$ cat config.mk
export PLATFORM = sky130hd
export DESIGN_NAME = y86_seq_controller
export DESIGN_NICKNAME = d
export VERILOG_FILES = /design/src/rtl/y86_seq_controller.sv
export SDC_FILE = /design/constraint.sdc
export NUM_CORES = 1
export LEC_CHECK = 0
export CAP_MARGIN = 10
export CORE_ASPECT_RATIO = 0.75
export CORE_MARGIN = 8
export CORE_UTILIZATION = 40
export DETAILED_ROUTE_END_ITERATION = 12
export PLACE_DENSITY_LB_ADDON = 0.08
export SLEW_MARGIN = 40
export SYNTH_ARGS = -nofsm -noshare
export SYNTH_HDL_FRONTEND = slang
export SYNTH_SLANG_ARGS = --single-unit
export TNS_END_PERCENT = 100
$ cat constraint.sdc
create_clock -name clk -period 2.9 [get_ports clk]
set_input_delay 0.435 -clock clk [delete_from_list [all_inputs] [get_ports clk]]
set_output_delay 0.435 -clock clk [all_outputs]
set_load 0.05 [all_outputs]
$ cat src/rtl/y86_seq_controller.sv
// Y86-64 sequential stage sequencer: one-hot stage enables,
// status register, memory handshake stall/timeout, perf counters.
module y86_seq_controller #(
  parameter int CNT_W       = 32,
  parameter int MEM_TIMEOUT = 15
) (
  input  logic             clk,
  input  logic             rst_n,
  input  logic             start,
  input  logic             step_mode,
  input  logic             step,
  input  logic [3:0]       icode,
  input  logic             valid_instruction,
  input  logic             valid_memory,
  input  logic             mem_ready,
  output logic             fetch_en,
  output logic             decode_en,
  output logic             exec_en,
  output logic             mem_en,
  output logic             wb_en,
  output logic             pc_we,
  output logic             cc_we,
  output logic [2:0]       stage,
  output logic [2:0]       stat,
  output logic             busy,
  output logic [CNT_W-1:0] cycle_count,
  output logic [CNT_W-1:0] instr_count
);

  typedef enum logic [2:0] {
    S_IDLE  = 3'd0,
    S_FETCH = 3'd1,
    S_DEC   = 3'd2,
    S_EXE   = 3'd3,
    S_MEM   = 3'd4,
    S_WB    = 3'd5,
    S_PCUPD = 3'd6,
    S_STOP  = 3'd7
  } state_t;

  localparam logic [2:0] ST_AOK = 3'd1;
  localparam logic [2:0] ST_HLT = 3'd2;
  localparam logic [2:0] ST_ADR = 3'd3;
  localparam logic [2:0] ST_INS = 3'd4;
  localparam logic [7:0] WAIT_LAST = 8'(MEM_TIMEOUT - 1);

  state_t     state, state_nx;
  logic [2:0] stat_q, stat_nx;
  logic [7:0] wait_q, wait_nx;
  logic       is_mem;

  always_comb begin
    is_mem = 1'b0;
    case (icode)
      4'h4, 4'h5, 4'h8, 4'h9, 4'hA, 4'hB: is_mem = 1'b1;
      default:                            is_mem = 1'b0;
    endcase
  end

  always_ff @(posedge clk or negedge rst_n) begin
    if (!rst_n) begin
      state  <= S_IDLE;
      stat_q <= ST_AOK;
      wait_q <= '0;
    end else begin
      state  <= state_nx;
      stat_q <= stat_nx;
      wait_q <= wait_nx;
    end
  end

  always_comb begin
    state_nx  = state;
    stat_nx   = stat_q;
    wait_nx   = '0;
    fetch_en  = 1'b0;
    decode_en = 1'b0;
    exec_en   = 1'b0;
    mem_en    = 1'b0;
    wb_en     = 1'b0;
    pc_we     = 1'b0;
    cc_we     = 1'b0;
    case (state)
      S_IDLE: begin
        if (step_mode ? step : start)
          state_nx = S_FETCH;
      end
      S_FETCH: begin
        fetch_en = 1'b1;
        if (!valid_memory) begin
          stat_nx  = ST_ADR;
          state_nx = S_STOP;
        end else if (!valid_instruction) begin
          stat_nx  = ST_INS;
          state_nx = S_STOP;
        end else if (icode == 4'h0) begin
          stat_nx  = ST_HLT;
          state_nx = S_STOP;
        end else begin
          state_nx = S_DEC;
        end
      end
      S_DEC: begin
        decode_en = 1'b1;
        state_nx  = S_EXE;
      end
      S_EXE: begin
        exec_en  = 1'b1;
        cc_we    = (icode == 4'h6);
        state_nx = S_MEM;
      end
      S_MEM: begin
        mem_en = 1'b1;
        if (!is_mem) begin
          state_nx = S_WB;
        end else if (mem_ready) begin
          if (!valid_memory) begin
            stat_nx  = ST_ADR;
            state_nx = S_STOP;
          end else begin
            state_nx = S_WB;
          end
        end else if (wait_q == WAIT_LAST) begin
          // this is the last permitted wait cycle
          stat_nx  = ST_ADR;
          state_nx = S_STOP;
        end else begin
          wait_nx = wait_q + 8'd1;
        end
      end
      S_WB: begin
        wb_en    = 1'b1;
        state_nx = S_PCUPD;
      end
      S_PCUPD: begin
        pc_we = 1'b1;
        if (step_mode)  state_nx = S_IDLE;
        else if (start) state_nx = S_FETCH;
        else            state_nx = S_IDLE;
      end
      default: begin
        state_nx = S_STOP;
      end
    endcase
  end

  always_ff @(posedge clk or negedge rst_n) begin
    if (!rst_n) begin
      cycle_count <= '0;
      instr_count <= '0;
    end else begin
      if (busy && cycle_count != '1)
        cycle_count <= cycle_count + 1'b1;
      if (state == S_PCUPD && instr_count != '1)
        instr_count <= instr_count + 1'b1;
    end
  end

  assign stage = state;
  assign stat  = stat_q;
  assign busy  = (state != S_IDLE) && (state != S_STOP);

endmodule

==> key figures <==
Run status
  – Status: completed

Clocking
  – Count of hold buffers inserted by post-cts repair: 0
  – Clock net sink count: 78
  – CTS Root Buffer Type: sky130_fd_sc_hd__clkbuf_16
  – Clock tree from TritonCTS: yes
  – Clock slew at reported path FFs: 60 ps
  – Number of buffers inserted during clock tree synthesis: 9
  – Number of buffers between clock root and the deepest sink: 2
  – Clock latency on the worst-skew pair: between 300 and 400 ps
  – H-tree lvl count: 3
  – Number of buffers inserted to repair setup after CTS: 0

Critical path
  – R2r endpoint: instr_count[2]
  – Reg2reg setup slack: 480 ps
  – Critical Path Start Type: flop
  – Largest fanout on the critical path: 11
  – Type of destination of the critical path: output port
  – Critical path data required time: around 2500 ps
  – Signal arrival time at the worst endpoint: about 2300 ps
  – Launch point of the worst reg-to-reg path: instr_count[0]
  – Critical setup path kind: reg2out
  – Number of cells on the worst reg-to-reg path: 6

Timing
  – Summed negative setup slack over all endpoints: 0 ps
  – Fin crit share: between 90 and 100%
  – Clock period minus worst slack: 2730 ps
  – Transition time at the pin with the least slew margin: 722 ps
  – Fin Clk Skew: about 6.3 ps
  – Final slew viol count: 0
  – Achievable frequency: 0.366 GHz
  – Final-report hold violation count: 0
  – Unrepaired setup endpoints after global routing: no
  – Number of setup violations in the final report: 0
  – Relative max-transition margin: 51.6%
  – Worst hold slack after final layout: 133 ps

Logic synthesis
  – Area contributors post-synth: sky130_fd_sc_hd__dfrtp_1, sky130_fd_sc_hd__xnor2_1, sky130_fd_sc_hd__xor2_1
  – Synth cell types: 48
  – Most numerous cell in the Yosys netlist: sky130_fd_sc_hd__dfrtp_1
  – Number of enable flip-flop cells after synthesis: 0
  – Fraction of post-synthesis cell area in the top cell type by area: 49.0%
  – Prevailing post-synth register cell: sky130_fd_sc_hd__dfrtp_1
  – Area of the mapped netlist: 3930 um^2
  – Gate count of the mapped netlist: 384
  – Synth top cells by count: sky130_fd_sc_hd__dfrtp_1, sky130_fd_sc_hd__xnor2_1, sky130_fd_sc_hd__nand3_1, sky130_fd_sc_hd__nor2_1, sky130_fd_sc_hd__nand2_1
  – Fraction of the yosys area taken by sequential cells: 49.7%
  – Post-synthesis area per instance: 10.2 um^2
  – Flip-flop and latch count after synthesis: 78
  – Post-synthesis net count: 400
  – Synth async-reset ratio: between 90% and 100%
  – Biggest area consumer among synthesized cells: sky130_fd_sc_hd__dfrtp_1
  – Number of warnings issued by yosys: 0

Power and ir drop
  – Maximum ir drop on the vdd rail: 0.000500 V
  – Leakage power: 2.24 nW
  – Cell Pwr Density: 768 nW/um^2

Die
  – Core box area: 9620 um^2
  – Initial Utilization: between 40% and 50%
  – Top-Level Pins: 90
  – Horizontal die dimension: between 100 and 150 um
  – Site Rows: 31
  – Floorplan die height: 102 um
  – Die area: 13300 um^2

Global route
  – Via count of the first global-routing pass: approximately 3000
  – Overflow left after global routing: 0
  – Initial antenna violation count: 0
  – Wire length of the first global-routing pass: approximately 16 mm
  – Maximum number of pins on one net before global-route repair: 79
  – Aggregate global-route resource usage: between 10% and 20%

Final layout
  – Number of antenna cells inserted: 0
  – Fraction of final layout cells sized beyond drive strength 1: 6.86%
  – Number of fill cells: 892
  – Final Net Count: 494
  – Area added between synthesis and finish: 34.6%

Place
  – I/O Buffers: 89
  – Estimated wirelength of the detail-placed design: 7.07 mm
  – Routability Congestion: around 0.81

Flow run
  – Max-cap violation count: 0

Drt
  – Total detailed-routing wirelength: 9.63 mm
  – Post-detailed-route DRC marker count: 0
  – Average wire per standard cell: 15.7 um
  – Number of DRC markers after the initial detailed-route iteration: around 250
  – Post-route antenna net violation count: 0
  – Via count of the routed design: 3179
  – Iteration count of the initial detailed-routing pass: 4
  – Average via count per standard cell: 5.19

Hold path
  – Class of the tightest hold or removal check: in2async
==> critical path: stages (launching register included) <==
cell	delay, ps
sky130_fd_sc_hd__dfrtp_1	570
sky130_fd_sc_hd__nor2b_1	240
sky130_fd_sc_hd__and2_1	170
sky130_fd_sc_hd__and4_1	180
sky130_fd_sc_hd__clkdlybuf4s50_1	810
==> flip-flops by register name, indices dropped and copies added, names as in the netlist <==
signal,cells
wait_q,8
instr_count,32
stage,3
stat,3
cycle_count,32
==> through the flow <==
step | util (%) | cells | power, mW | cell area (um^2) | worst slack, ps
after CTS | 55.0 | 613 | 4.11 | 5290 | 118
after floorplan | - | 384 | 2.38 | 3940 | 227
after global placement | 51.7 | 599 | 2.87 | 4970 | 505
after detailed placement | 51.7 | 599 | 2.89 | 4980 | 481
final | 55.0 | 613 | 4.06 | 5290 | 167
after global routing | 55.0 | 613 | 4.26 | 5290 | 14.7
==> where the power goes <==
group          switching (mW)  leakage [nW]  internal [mW]
clock network           0.436         0.150          0.766
registers               0.184          1.05           1.22
logic                   0.949          1.04          0.507
==> cell type report <==
| class | count | area [um^2] | area share (%) |
|---|---|---|---|
| clock inverter | 4 | 72.6 | 1.37 |
| inverter | 14 | 52.6 | 0.993 |
| tap | 132 | 165 | 3.12 |
| sequential | 78 | 1950 | 36.9 |
| timing repair buffer | 92 | 917 | 17.3 |
| multi-input combinational | 283 | 1890 | 35.7 |
| clock buffer | 10 | 239 | 4.52 |
==> cells by family after synthesis <==
| group | after synthesis | synth area share, % |
|---|---|---|
| xor gates and xnor gates | 62 | 13.8 |
| adders and majority gates | 4 | 1.27 |
| muxes | 5 | 1.40 |
| and+or+nand+nor | 187 | 27.3 |
| buffers and inverters | 23 | 2.35 |
| AOI/OAI and AO/OA | 25 | 4.14 |
| DFF | 78 | 49.7 |
==> timing repair <==
item / in CTS / in global routing
setup endpoints to repair: 0 / 1
gates resized for setup: 0 / 1
endpoints found under the hold margin: 0 / 0
==> worst max path at each step <==
| stage | from | endpoint | slack (ps) |
|---|---|---|---|
| detailed placement | icode[3] | cc_we | 480 |
| floorplan | stage[2] | stage[0] | 230 |
| CTS | stage[1] | busy | 120 |
| global placement | icode[3] | cc_we | 510 |
| global route | stage[1] | cc_we | 10 |
| finish | stage[1] | cc_we | 170 |
==> layer usage <==
metal	track usage, %	up-vias	share of wire [%]
met5	0	-	0
met4	4.49	0	1.1
met3	6.15	9	7.8
met2	20.9	69	42
met1	20.9	1546	49
li1	-	1555	-
==> placed cells by master (no fill, tap or decap), types with 14 or more instances in the layout <==
cell type / n
sky130_fd_sc_hd__dfrtp_1: 77
sky130_fd_sc_hd__clkdlybuf4s50_1: 87
sky130_fd_sc_hd__xor2_1: 27
sky130_fd_sc_hd__nand4_1: 23
sky130_fd_sc_hd__nand2_1: 29
sky130_fd_sc_hd__nand3_1: 31
sky130_fd_sc_hd__xnor2_1: 35
sky130_fd_sc_hd__nor2_1: 31
sky130_fd_sc_hd__inv_1: 14
No activity file was read; power rests on OpenSTA's default activity.
